File: src/rtl/pipe_pkg.sv
// Shared types and constants for the pipeline hazard controller.
package pipe_pkg;

  // Width of an architectural register number.
  localparam int REG_W    = 5;
  // Width of the multiply/divide countdown (covers MD_LATENCY up to 63).
  localparam int MD_CNT_W = 6;

  typedef enum logic [1:0] {
    RUN     = 2'd0,
    MD_BUSY = 2'd1,
    EXC     = 2'd2
  } state_e;

endpackage

File: src/rtl/pipe_hazard_ctrl_hazard_detect.sv
// Load-use comparator: the ID instruction reads a register that the load
// currently in EXE will not have written back in time.
module hazard_detect
  import pipe_pkg::*;
(
  input  logic [REG_W-1:0] id_rs,
  input  logic [REG_W-1:0] id_rt,
  input  logic             id_use_rs,
  input  logic             id_use_rt,
  input  logic             exe_is_load,
  input  logic [REG_W-1:0] exe_wreg,
  output logic             load_use
);

  // Register 0 is hardwired to zero, so a load targeting it never conflicts.
  always_comb begin
    load_use = exe_is_load && (exe_wreg != '0) &&
               ((id_use_rs && (id_rs == exe_wreg)) ||
                (id_use_rt && (id_rt == exe_wreg)));
  end

endmodule

File: src/rtl/pipe_hazard_ctrl.sv
// Pipeline hazard controller: stalls and flushes for load-use hazards,
// taken branches, exceptions and (optionally) multi-cycle mult/div.
// Optional feature: define PIPE_MULDIV_STALL_EN to build the MD_BUSY state
// and its countdown; without it exe_md_start is ignored and md_busy is 0.
module pipe_hazard_ctrl
  import pipe_pkg::*;
#(
  parameter int MD_LATENCY = 32,
  parameter int CNT_W      = 16
) (
  input  logic             clk,
  input  logic             rst,
  input  logic [REG_W-1:0] id_rs,
  input  logic [REG_W-1:0] id_rt,
  input  logic             id_use_rs,
  input  logic             id_use_rt,
  input  logic             exe_is_load,
  input  logic [REG_W-1:0] exe_wreg,
  input  logic             exe_bj_taken,
  input  logic             exe_md_start,
  input  logic             exc_req,
  output logic             pc_en,
  output logic             if_id_en,
  output logic             id_exe_en,
  output logic             if_id_flush,
  output logic             id_exe_flush,
  output logic             exe_mem_flush,
  output logic             md_busy,
  output logic             exc_ack,
  output logic [CNT_W-1:0] stall_cnt
);

  state_e           state_q, state_d;
  logic [CNT_W-1:0] stall_cnt_q, stall_cnt_d;
  logic             load_use;

  hazard_detect u_hazard_detect (
    .id_rs       (id_rs),
    .id_rt       (id_rt),
    .id_use_rs   (id_use_rs),
    .id_use_rt   (id_use_rt),
    .exe_is_load (exe_is_load),
    .exe_wreg    (exe_wreg),
    .load_use    (load_use)
  );

`ifdef PIPE_MULDIV_STALL_EN
  // The start cycle is the first stall cycle, so MD_BUSY lasts MD_LATENCY-2.
  localparam logic [MD_CNT_W-1:0] MD_LOAD = MD_CNT_W'(MD_LATENCY - 2);

  logic [MD_CNT_W-1:0] md_cnt_q, md_cnt_d;

  // Mult/div countdown register.
  always_ff @(posedge clk) begin
    if (rst) md_cnt_q <= '0;
    else     md_cnt_q <= md_cnt_d;
  end
`else
  logic unused_md_start;
  assign unused_md_start = exe_md_start;
  localparam bit unused_md_latency = (MD_LATENCY > 0);
`endif

  // State and stall-counter registers; rst wins over any state.
  always_ff @(posedge clk) begin
    // NOTE: non-blocking assignments so every flop samples pre-edge values.
    if (rst) begin
      state_q     <= RUN;
      stall_cnt_q <= '0;
    end else begin
      state_q     <= state_d;
      stall_cnt_q <= stall_cnt_d;
    end
  end

  // Next-state logic, priority exc_req > branch > mult/div.
  always_comb begin
    // NOTE: defaults first so no path leaves a signal unassigned (no latches).
    state_d = state_q;
`ifdef PIPE_MULDIV_STALL_EN
    md_cnt_d = md_cnt_q;
`endif
    case (state_q)
      RUN: begin
        if (exc_req) begin
          state_d = EXC;
        end
`ifdef PIPE_MULDIV_STALL_EN
        else if (!exe_bj_taken && exe_md_start) begin
          state_d  = (MD_LATENCY > 2) ? MD_BUSY : RUN;
          md_cnt_d = MD_LOAD;
        end
`endif
      end
`ifdef PIPE_MULDIV_STALL_EN
      // A branch cannot resolve while the mult/div occupies EXE, so only an
      // exception interrupts the countdown.
      MD_BUSY: begin
        if (exc_req) begin
          state_d  = EXC;
          md_cnt_d = '0;
        end else if (md_cnt_q <= MD_CNT_W'(1)) begin
          state_d  = RUN;
          md_cnt_d = '0;
        end else begin
          md_cnt_d = md_cnt_q - MD_CNT_W'(1);
        end
      end
`endif
      EXC:     state_d = RUN;
      default: state_d = RUN;
    endcase
  end

  // Output decode from current state and this cycle's hazards.
  always_comb begin
    pc_en         = 1'b1;
    if_id_en      = 1'b1;
    id_exe_en     = 1'b1;
    if_id_flush   = 1'b0;
    id_exe_flush  = 1'b0;
    exe_mem_flush = 1'b0;
    md_busy       = 1'b0;
    exc_ack       = 1'b0;
    if (rst) begin
      if_id_flush   = 1'b1;
      id_exe_flush  = 1'b1;
      exe_mem_flush = 1'b1;
    end else begin
      case (state_q)
        RUN: begin
          if (exc_req) begin
            if_id_flush   = 1'b1;
            id_exe_flush  = 1'b1;
            exe_mem_flush = 1'b1;
          end else if (exe_bj_taken) begin
            if_id_flush  = 1'b1;
            id_exe_flush = 1'b1;
          end
`ifdef PIPE_MULDIV_STALL_EN
          else if (exe_md_start) begin
            pc_en         = 1'b0;
            if_id_en      = 1'b0;
            id_exe_en     = 1'b0;
            exe_mem_flush = 1'b1;
            md_busy       = 1'b1;
          end
`endif
          else if (load_use) begin
            pc_en        = 1'b0;
            if_id_en     = 1'b0;
            id_exe_flush = 1'b1;
          end
        end
`ifdef PIPE_MULDIV_STALL_EN
        MD_BUSY: begin
          md_busy = 1'b1;
          if (exc_req) begin
            if_id_flush   = 1'b1;
            id_exe_flush  = 1'b1;
            exe_mem_flush = 1'b1;
          end else begin
            pc_en         = 1'b0;
            if_id_en      = 1'b0;
            id_exe_en     = 1'b0;
            exe_mem_flush = 1'b1;
          end
        end
`endif
        EXC: begin
          exc_ack     = 1'b1;
          if_id_flush = 1'b1;
        end
        default: ;
      endcase
    end
  end

  // Saturating count of cycles where the front end is held.
  always_comb begin
    stall_cnt_d = stall_cnt_q;
    if (!pc_en && (stall_cnt_q != {CNT_W{1'b1}})) stall_cnt_d = stall_cnt_q + CNT_W'(1);
  end

  assign stall_cnt = stall_cnt_q;

endmodule

File: config.mk
export PLATFORM = sky130hd
export DESIGN_NAME = pipe_hazard_ctrl
export DESIGN_NICKNAME = d
export VERILOG_FILES = /design/src/rtl/pipe_pkg.sv /design/src/rtl/pipe_hazard_ctrl_hazard_detect.sv /design/src/rtl/pipe_hazard_ctrl.sv
export SDC_FILE = /design/constraint.sdc
export NUM_CORES = 1
export LEC_CHECK = 0
export CAP_MARGIN = 20
export CORE_ASPECT_RATIO = 2
export CORE_UTILIZATION = 30
export DETAILED_ROUTE_END_ITERATION = 8
export SLEW_MARGIN = 15
export SYNTH_ARGS = -nofsm -noshare
export SYNTH_HDL_FRONTEND = slang
export SYNTH_SLANG_ARGS = --single-unit
File: constraint.sdc
create_clock -name clk -period 6.1 [get_ports clk]
set_input_delay 0.915 -clock clk [delete_from_list [all_inputs] [get_ports clk]]
set_output_delay 0.915 -clock clk [all_outputs]
set_load 0.01 [all_outputs]
Yosys cells after proc, flatten, opt, wreduce, memory -nomap -nowiden
Cells that the tools add are included.
{ "word_totals": {"ram_bits": 0, "memories": 0, "latch_bits": 0, "romBits": 0, "ff_bits": 17} }
{ "classes": {"bitwise_logic": 1, "muxes": 19, "order_cmp": 0, "mul": 0, "addsub": 1, "n_eq_ne": 3, "n_div": 0, "n_shift": 0, "n_reduce_logical": 10} }
{ "ops": {"columns": ["operator", "n"], "rows": [
  ["$mux 1", 18],
  ["$add 16x1->16 const B", 1],
  ["$ne 16x16->1 const B", 1],
  ["$eq 5x5->1", 2],
  ["$logic_and 1x1->1", 5],
  ["$reduce_bool 5->1", 1],
  ["$logic_not 2->1", 1],
  ["$pmux 1 s2", 1],
  ["$reduce_or 2->1", 1],
  ["$logic_not 1->1", 1],
  ["$logic_or 1x1->1", 1],
  ["$not 1->1", 1]
]} }

Depth between registers and ports, before layout
{ "logic_depth": {"word_depth": 11, "ltp_mapped": 8, "ltp_nobuf": 7} }

Hierarchy
A second synthesis with hierarchy kept.
{ "unflattened": {"hier_cells": 125, "hier_area_um2": 1054.8} }
{ "by_module_without_submodules": {"columns": ["mod", "n_inst", "cells_each", "area_each_um2", "seq_area_each_um2"], "rows": [
  ["pipe_hazard_ctrl", 1, 108, 920.9, 340.3],
  ["hazard_detect", 1, 17, 133.9, 0.0]
]} }

Worst setup path after synthesis
No wires, ideal clock.
{ "synth_timing": {"path_type": "input to output", "startpoint": "input port exc_req", "endpoint": "output port pc_en", "path_buffers": 1, "path_stages": 5, "arrival_ps": 2156, "path_slack_ps": 3029, "cell_sequence": "or4_4 nor3b_4 or2_2 nand2_1 buf_4"} }
{ "synth_via": {"elab_chain_cells": 3} }
{ "synth_lines": {"columns": ["element", "line", "rtl"], "rows": [
  ["from (decl)", "pipe_hazard_ctrl.sv:21", "input logic exc_req,"],
  ["$mux 1 (3 in series)", null, null],
  ["to (decl)", "pipe_hazard_ctrl.sv:22", "output logic pc_en,"]
]} }
Every way passes these cells.

Worst setup path in the final report
{ "layout_timing": {"startpoint": "input port rst", "endpoint": "output port if_id_en"} }
{ "layout_via": {"elab_chain_cells": 1} }
{ "layout_lines": {"columns": ["element", "line", "rtl"], "rows": [
  ["from (decl)", "pipe_hazard_ctrl.sv:12", "input logic rst,"],
  ["$mux 1", "pipe_hazard_ctrl.sv:125", "if (rst) begin"],
  ["to (decl)", "pipe_hazard_ctrl.sv:23", "output logic if_id_en,"]
]} }
Every way passes these cells.

==> results.sh <==
export IMPL_clkSinkCount=17
export IMPL_dp_slack_ns=1.75
export IMPL_initial_utilization_pct=31.3
export IMPL_synth_edf_count=0
export IMPL_cts_clk_slew_worst_paths_ns=0.06
export IMPL_register_area_um2=340
export IMPL_powerDensity_nw_per_um2=150
export IMPL_yosys_area_share_xor_xnor_pct=10.8
export IMPL_ys_flop_type="dfxtp_1"
export IMPL_relSlewSlack_pct=49.0
export IMPL_final_nets=195
export IMPL_die_x_um=44
export IMPL_place_gp_congestion=0.703
export IMPL_grt_pass1_vias=1113
export IMPL_grt_overflow=0
export IMPL_clk_latency_ns=0.25
export IMPL_grt_max_degree=23
export IMPL_drt_total_wl_um=2800
export IMPL_required_ns=5.18
export IMPL_ctsHtreeMaxLevel=1
export IMPL_ctsLongestPathBuffers=2
export IMPL_synth_compound_area_share_pct=17.0
export IMPL_drtAntennaViolNets=0
export IMPL_arrival_ns=3.45
export IMPL_post_cts_buffers=0
export IMPL_drt_iter0_drc=12
export IMPL_antenna_found_initial=0
export IMPL_critPathCaptureType="primary output"
export IMPL_syn_nets=153
export IMPL_gr_usage_all_layers_pct=16.5
export IMPL_min_path_type="flop to flop"
export IMPL_fin_crit_ns=4.36
export IMPL_yosys_area_top_type="dfxtp_1"
export IMPL_ys_seq_area_share_pct=32.2
export IMPL_skew_ns=0.00111
export IMPL_synth_top_area_share_pct=32.2
export IMPL_met1_length_um=936
export IMPL_syn_area_um2=1060
export IMPL_cts_root_buf="clkbuf_8"
export IMPL_multiInputGateArea_um2=683
export IMPL_final_util_pct=45.6
export IMPL_num_rows=30
export IMPL_top_layer="met4"
export IMPL_synth_cell_types=36
export IMPL_worst_slew_pin_slew_ns=0.763
export IMPL_synth_area_top_cells="dfxtp_1 32%, xor2_1 7.4%, or3_1 6.5%, a21oi_1 5.2%, o21ai_0 4.7%"
export IMPL_die_area_um2=3780
export IMPL_drt_first_pass_iters=4
export IMPL_antenna_cells=0
export IMPL_grt_first_pass_wirelength_um=4750
export IMPL_die_y_um=86.0
export IMPL_yosysMostFrequentCell="dfxtp_1"
export IMPL_critical_path_class="primary input to primary output"
export IMPL_vias=1104
export IMPL_cts_hold_buf=0
export IMPL_setup_worst_path_start_class="primary input"
export IMPL_io_pins=47
export IMPL_fin_tns_setup_ns=0
export IMPL_met2_length_um=1710
export IMPL_via_per_inst=5.47
export IMPL_synth_simple_area_share_pct=32.9
export IMPL_post_drt_wl_per_cell_um=13.8
export IMPL_syn2layout_area_growth_pct=45.4
export IMPL_rsz0062_at_grt="false"
export IMPL_core_area_um2=3380
export IMPL_syn_inst=129
export IMPL_slew_violations=0
export IMPL_syn_avg_cell_area_um2=8.21
export IMPL_synth_top_family_by_area="simple AND/OR/NAND/NOR gates"
export IMPL_n_fill_cell=358
export IMPL_leakagePower_nw=0.509
export IMPL_final_layout_size_suffix_gt1_share_pct=5.88
export IMPL_dp_final_hpwl_um=2280
export IMPL_fmax_ghz=0.229
export IMPL_ctsResizeCount=0
export IMPL_drc=0
export IMPL_timing_final_crit_share_pct=71.5
export IMPL_cts_buffers=3
export IMPL_finalHoldViolations=0
export IMPL_synthAdderAreaFrac_pct=1.18
export IMPL_cts_tree="yes"
export IMPL_synthTopCellsByCount="17 x dfxtp_1, 11 x a21oi_1, 11 x or3_1"
export IMPL_path_max_fanout=22
export IMPL_ir_drop_v=0.0000922
export IMPL_ys_ff_latch=17
export IMPL_yosys_warnings=0
export IMPL_status="complete, no violations"
export IMPL_synthMuxAreaShare_pct=2.01
export IMPL_setup_viol=0
export IMPL_portBuffers=43
export IMPL_dr_wl_met3_um=89
export IMPL_drv_cap=0
export IMPL_async_flop_share_pct=0
export IMPL_setup_ws_ns=1.74
## path summary, 6_finish.rpt
| path | cells past startpoint | from | slack (ns) | endpoint |
|---|---|---|---|---|
| max reg2reg | 5 | state_q[1] | 3.90 | stall_cnt[13] |
| min | 2 | stall_cnt[14] | 0.51 | stall_cnt[14] |
| max | 6 | rst | 1.74 | if_id_en |
| min reg2reg | 2 | stall_cnt[14] | 0.51 | stall_cnt[14] |
## placed cells by master (no fill, tap or decap), types with 4 or more instances in the layout
cell	instances
nor2_1	9
nand2_1	9
clkdlybuf4s50_1	43
nand3_1	7
o21ai_0	10
or3_1	11
xor2_1	9
a21oi_1	11
dfxtp_1	17
xnor2_1	4
nand4_1	6
## metal layers
layer / vias to the layer above / global-route usage [%]
met3: 5 / 2.11
met5: - / 0
met1: 512 / 16.3
met2: 36 / 32.1
met4: 0 / 6.61
li1: 551 / -
## critical path, cell delays in order
cell             delay [ns]
clkdlybuf4s50_1        0.80
or4_4                  0.71
nor3b_4                0.29
or2_2                  0.16
nand2_1                0.07
clkdlybuf4s50_1        0.50
## cell families (layout without fill, tap and decap cells)
kind of cell | Yosys count | count (layout)
compound gates | 30 | 30
xor+xnor | 13 | 13
fa+ha+maj | 1 | 1
buf+inv | 6 | 47
flops | 17 | 17
mux | 2 | 2
other cells | 2 | 2
simple gates | 58 | 58
## registers in the layout, summed over array words and instances (netlist names)
register and flops:
state_q 1, stall_cnt 16
## where the power goes
part	internal [mW]	switching (mW)
logic	0.0203	0.0144
clock network	0.0464	0.0379
registers	0.111	0.000345
## metrics by stage
stage	hold WS, ns	power, mW	area (µm²)	std cells
2_1_floorplan	0.523	0.129	1060	129
3_3_place_gp	0.501	0.149	1490	198
3_5_place_dp	0.510	0.149	1490	198
4_1_cts	0.519	0.233	1540	202
5_1_grt	0.560	0.242	1540	202
6_report	0.515	0.231	1540	202
## final cells by class
| class | instances | area share [%] |
|---|---|---|
| clock buffer | 4 | 2.93 |
| multi-input combinational | 106 | 44.4 |
| sequential | 17 | 22.1 |
| tap | 32 | 2.60 |
| timing repair buffer | 43 | 28.0 |
No activity file was read; power rests on OpenSTA's default activity.
